File: config.mk
export PLATFORM = sky130hd
export DESIGN_NAME = rr_arbiter_flat
export DESIGN_NICKNAME = d
export VERILOG_FILES = /design/src/rtl/rr_arbiter_if.sv /design/src/rtl/rr_arbiter.sv /design/src/flat_wrapper.sv
export SDC_FILE = /design/constraint.sdc
export NUM_CORES = 1
export LEC_CHECK = 0
export CORE_MARGIN = 4
export CORE_UTILIZATION = 35
export DETAILED_ROUTE_END_ITERATION = 12
export GPL_TIMING_DRIVEN = 0
export PLACE_DENSITY = 0.6
export SYNTH_ARGS = -nofsm -noshare
export SYNTH_HDL_FRONTEND = slang
export SYNTH_SLANG_ARGS = --single-unit
File: constraint.sdc
create_clock -name clock -period 4.4 [get_ports clock]
set_clock_uncertainty 0.15 [all_clocks]
set_input_delay 0.44 -clock clock [delete_from_list [all_inputs] [get_ports clock]]
set_output_delay 0.44 -clock clock [all_outputs]
set_load 0.05 [all_outputs]
File: src/rtl/rr_arbiter_if.sv
// Request/grant bundle between N requesters and the round-robin arbiter.
// The master side drives requests; the slave side (arbiter) returns the grant.
interface rr_arbiter_if #(
  parameter int unsigned N = 4
) ();
  localparam int unsigned IdW = $clog2(N);

  logic [N-1:0]   r;
  logic [N-1:0]   g;
  logic           gnt_valid;
  logic [IdW-1:0] gnt_id;

  modport master (
    output r,
    input  g,
    input  gnt_valid,
    input  gnt_id
  );

  modport slave (
    input  r,
    output g,
    output gnt_valid,
    output gnt_id
  );
endinterface

File: src/rtl/rr_arbiter.sv
// N-way round-robin arbiter with registered one-hot grant, optional grant holding
// bounded by a tenure limit, and a registered binary grant index.
module rr_arbiter #(
  parameter int unsigned N        = 4,
  parameter int unsigned HOLD     = 1,
  parameter int unsigned MAX_HOLD = 4
) (
  input logic         clock,
  input logic         reset_n,
  rr_arbiter_if.slave arb
);

  localparam int unsigned IdW  = $clog2(N);
  localparam int unsigned TenW = (MAX_HOLD > 0) ? $clog2(MAX_HOLD + 1) : 1;

  localparam logic [IdW-1:0]  LastRst  = IdW'(N - 1);
  localparam logic [TenW-1:0] TenOne   = TenW'(1);
  localparam logic [TenW-1:0] TenLimit = TenW'(MAX_HOLD);
  // With unlimited holding the tenure value is never consulted, so park it at 1.
  localparam logic [TenW-1:0] TenSat   = (MAX_HOLD > 0) ? TenW'(MAX_HOLD) : TenW'(1);

  logic [N-1:0]    g_q, g_d;
  logic [IdW-1:0]  last_q, last_d;
  logic [IdW-1:0]  id_q, id_d;
  logic            valid_q, valid_d;
  logic [TenW-1:0] tenure_q, tenure_d;

  logic            held;
  logic            others;
  logic            expired;
  logic            keep;
  logic            found;
  logic [IdW-1:0]  win;
  logic [IdW-1:0]  idx;

  // Scan from the slot after the last grantee, wrapping, first request wins.
  always_comb begin
    found = 1'b0;
    win   = '0;
    idx   = '0;
    for (int unsigned i = 0; i < N; i++) begin
      idx = IdW'((32'(last_q) + i + 32'd1) % N);
      if (!found && arb.r[idx]) begin
        found = 1'b1;
        win   = idx;
      end
    end
  end

  always_comb begin
    held    = |(arb.r & g_q);
    others  = |(arb.r & ~g_q);
    expired = 1'b0;
    if (MAX_HOLD != 0) begin
      expired = (tenure_q >= TenLimit) && others;
    end
    keep = (HOLD != 0) && (g_q != '0) && held && !expired;
  end

  always_comb begin
    g_d      = g_q;
    last_d   = last_q;
    id_d     = id_q;
    valid_d  = valid_q;
    tenure_d = tenure_q;
    if (keep) begin
      if (tenure_q != TenSat) begin
        tenure_d = tenure_q + TenOne;
      end
    end else if (found) begin
      g_d      = N'(1) << win;
      last_d   = win;
      id_d     = win;
      valid_d  = 1'b1;
      tenure_d = TenOne;
    end else begin
      g_d      = '0;
      id_d     = '0;
      valid_d  = 1'b0;
      tenure_d = '0;
    end
  end

  always_ff @(posedge clock or negedge reset_n) begin
    if (!reset_n) begin
      g_q      <= '0;
      last_q   <= LastRst;
      id_q     <= '0;
      valid_q  <= 1'b0;
      tenure_q <= '0;
    end else begin
      g_q      <= g_d;
      last_q   <= last_d;
      id_q     <= id_d;
      valid_q  <= valid_d;
      tenure_q <= tenure_d;
    end
  end

  assign arb.g         = g_q;
  assign arb.gnt_valid = valid_q;
  assign arb.gnt_id    = id_q;

endmodule
File: src/flat_wrapper.sv
// flat-port wrapper written by rule: the top's interface ports become plain ports
module rr_arbiter_flat 
#(
  parameter int unsigned N        = 4,
  parameter int unsigned HOLD     = 1,
  parameter int unsigned MAX_HOLD = 4
)
  (clock, reset_n, arb_r, arb_g, arb_gnt_valid, arb_gnt_id);
  rr_arbiter_if #(.N(N)) arb_i ();
  input logic clock;
  input logic reset_n;
  input wire logic [$bits(arb_i.r)-1:0] arb_r;
  output wire logic [$bits(arb_i.g)-1:0] arb_g;
  output wire logic [$bits(arb_i.gnt_valid)-1:0] arb_gnt_valid;
  output wire logic [$bits(arb_i.gnt_id)-1:0] arb_gnt_id;
  assign arb_i.r = arb_r;
  assign arb_g = arb_i.g;
  assign arb_gnt_valid = arb_i.gnt_valid;
  assign arb_gnt_id = arb_i.gnt_id;
  rr_arbiter #(.N(N), .HOLD(HOLD), .MAX_HOLD(MAX_HOLD)) u_core (.clock(clock), .reset_n(reset_n), .arb(arb_i));
endmodule
==> out/summary.txt <==
Vias in the first global route -> 503
Switching pwr -> 0.291 mW
Clk_lat worst skew -> 0.26 ns
DRT Wirelength -> 1320 µm
Setup_tns -> 0 ns
Achievable Freq -> 467 MHz
Crit-path slowest cell -> clkdlybuf4s50_1
WP data arrival -> 1.55 ns
Drt drc -> 0
Global-route wire length before repair -> 2190 µm
DRT iter0 DRCs -> 1
Final core utilization -> 48.7%
GR Overflow Total -> 0
Count of different cell masters after synthesis -> 34
Yosys reg bits -> 12
Crit. End Element -> output pin
Final ANT Viol Nets -> 0
RSZ-0062 raised after global routing -> false
Final setup violation count -> 0
Tcrit/Tclk final -> 48.7%
Worst path cell trace -> clkdlybuf4s50_1
CP max stage delay -> 0.85 ns
Die Footprint -> 2710 µm²
Largest net degree at the start of global routing -> 13
Htree depth -> 1
WS Path Type -> flip-flop to output pin
Clk root buf -> clkbuf_4
Postcts setup bufs -> 0
Min-Delay Path Class -> flip-flop to flip-flop
Leakage -> 0.387 nW
# hold bufs at CTS -> 0
Synthesized cell area -> 681 µm²
Pre-CTS setup slack -> 2.08 ns
Slew headroom -> 64.8%
Chip width -> 52.1 µm
Peak supply drop -> 0.370 mV
Routability cong. -> 0.851
Hold Startpoint -> u_core.arb.gnt_id[1]
Crit path time final -> 2.14 ns
GR Util All Layers -> 11.1%
Layout area overhead -> 27.6%
Setup crit start kind -> flip-flop
Logic pwr share -> 55.9%
Pwr Total -> 0.670 mW
Pwr dens -> 771 nW/µm²
Yosys warnings -> 0
Crit. Startpoint -> u_core.arb.g[1]
Port Buffer Count -> 12
Initial antenna violation count -> 0
Initial Util -> 38.2%
Antenna fix cells -> 0
Status -> complete, no violations
Clk pwr share -> 12.6%
Setup ws final -> 2.26 ns
CORE AREA -> 1780 µm²
DR vias -> 518
Vias per cell -> 5.23
TritonCTS clock tree -> built
Critical Path Fanout Max -> 4
Sw Ratio -> 43.4%
Syn_nets -> 66
Synth Area per Inst -> 11.7 µm²
Final Hold Fails -> 0
I/O pins -> 13
Synth Instances -> 58
Sequential Power Share -> 31.5%
Number of clock sinks -> 12
Layout Nets -> 83
Largest delay share family, worst path -> buffers and inverters
Min Hold Slack -> 0.330 ns
Worst EP required -> 3.81 ns
Pre-antenna DRT Iters -> 2
Drt wl/cell -> 13.3 µm
Die height -> 52.1 µm
Seq/Total Area, Yosys -> 44.5%
Buf+Inv Stages, Crit Path -> 1
Row Count -> 15
CTS clock-pin slew for the worst setup and hold paths -> 0.07 ns
Slew @ Worst Pin -> 0.526 ns
CTS buffer count -> 3
Fillers -> 177
Pint -> 0.379 mW
Max cap viols -> 0
Layout cell share with drive strength beyond 1 -> 17.6%
Critical R2R Launch -> u_core.last_q[0]
Post-CTS resize count -> 0
Post-DP HPWL -> 1010 µm
Clk buf depth -> 2
Max Slew Vio Count -> 0
[cell families after synthesis]
family	Yosys count	synth area share [%]
xor+xnor	1	1.29
compound gates	21	27.8
flops	12	44.5
buf+inv	3	2.21
simple gates	17	16.9
mux	2	3.68
fa+ha+maj	2	3.68
[area by class of cell]
type | instances | area (µm²) | area share [%]
Tap cell | 25 | 31.3 | 3.60
Inverter | 2 | 7.51 | 0.865
Buffer | 1 | 7.51 | 0.865
Sequential cell | 12 | 303 | 34.9
Timing Repair Buffer | 12 | 120 | 13.8
Clock buffer | 4 | 36.3 | 4.18
Multi-Input combinational cell | 43 | 363 | 41.8
[worst register-to-register path, cell delays in order (launching register included)]
cell	delay, ns
dfstp_2	0.55
and3b_1	0.17
o32ai_1	0.45
a21oi_1	0.18
a22o_1	0.22
[path summary, 6_finish.rpt]
path                                        end  slack, ns  cells past startpoint
hold reg to reg            u_core.arb.gnt_id[1]       0.33                      1
setup reg to reg                u_core.arb.g[2]       2.57                      4
setup / recovery                       arb_g[1]       2.26                      1
hold / removal             u_core.arb.gnt_id[1]       0.33                      1
min in group asynchronous  u_core.arb.gnt_id[1]       0.37                      1
max in group asynchronous      u_core.last_q[1]       3.37                      1
[state kept, by name, indices dropped and copies added, names as in the netlist]
signal,cells
u_core.arb.gnt_id,2
u_core.arb.gnt_valid,1
u_core.arb.g,4
u_core.last_q,2
u_core.tenure_q,3
[per-layer routing]
metal	vias up	GRT usage [%]	part of all wire, %	routed length, µm
met2	13	16.1	44	583
met4	0	6.55	0	0
met1	253	14.4	50	657
met5	-	0	0	0
li1	252	-	-	-
met3	0	3.15	6.0	79
[power groups by stage]
stage	Clock (mW)	Sequential (mW)	Combinational, mW
3_3_place_gp	0	0.212	0.373
6_report	0.0845	0.211	0.375
4_1_cts	0.0897	0.211	0.380
5_1_grt	0.0939	0.220	0.404
3_5_place_dp	0	0.213	0.377
2_1_floorplan	0	0.297	0.189
[cells in the final DEF, fill, tap and decap left out, drive strengths merged]
cell,n
mux2i,1
o22a,1
nand2b,2
or4,1
a21boi,2
mux2,1
clkbuf,4
a21o,3
a32o,2
and2b,1
nand3,2
and2,1
a31o,1
inv,2
dfstp,2
o211a,1
and3b,1
o21a,1
buf,1
nand3b,1
a21oi,2
dfrtp,10
o41ai,1
nor2b,4
a22oi,2
o32ai,1
o21ai,1
ha,2
a22o,3
xnor2,1
nand2,4
clkdlybuf4s50,12
[synth_stat cells]
| cell type | count | area, µm² |
|---|---|---|
| buf_4 | 1 | 7.51 |
| a21boi_2 | 1 | 11.3 |
| and2b_1 | 1 | 7.51 |
| and3b_1 | 1 | 8.76 |
| nand3_1 | 1 | 5.00 |
| ha_1 | 2 | 25.0 |
| nand3_2 | 1 | 10.0 |
| o32ai_1 | 1 | 8.76 |
| o22a_1 | 1 | 8.76 |
| mux2_4 | 1 | 15.0 |
| nand3b_1 | 1 | 7.51 |
| nand2b_1 | 2 | 12.5 |
| nand2_2 | 1 | 6.26 |
| a32o_1 | 2 | 20.0 |
| o21a_1 | 1 | 7.51 |
| a22oi_1 | 2 | 15.0 |
| o211a_1 | 1 | 10.0 |
| a31o_1 | 1 | 8.76 |
| nor2b_1 | 3 | 18.8 |
| a21oi_1 | 2 | 10.0 |
| and2_1 | 1 | 6.26 |
| nand2_1 | 3 | 11.3 |
| mux2i_1 | 1 | 10.0 |
| o21ai_1 | 1 | 5.00 |
| nor2b_4 | 1 | 13.8 |
| a21boi_0 | 1 | 7.51 |
| dfrtp_1 | 10 | 250 |
| o41ai_4 | 1 | 27.5 |
| a21o_1 | 3 | 22.5 |
| a22o_1 | 3 | 26.3 |
| xnor2_1 | 1 | 8.76 |
| dfstp_2 | 2 | 52.6 |
| inv_1 | 2 | 7.51 |
| or4_1 | 1 | 7.51 |
[through the flow]
step	cell area, µm²	instances
after CTS	868	99
after detailed placement	832	95
after global placement	832	95
final	868	99
after floorplan	681	58
after global routing	868	99
Note: power is estimated with default switching activity, not from simulation.
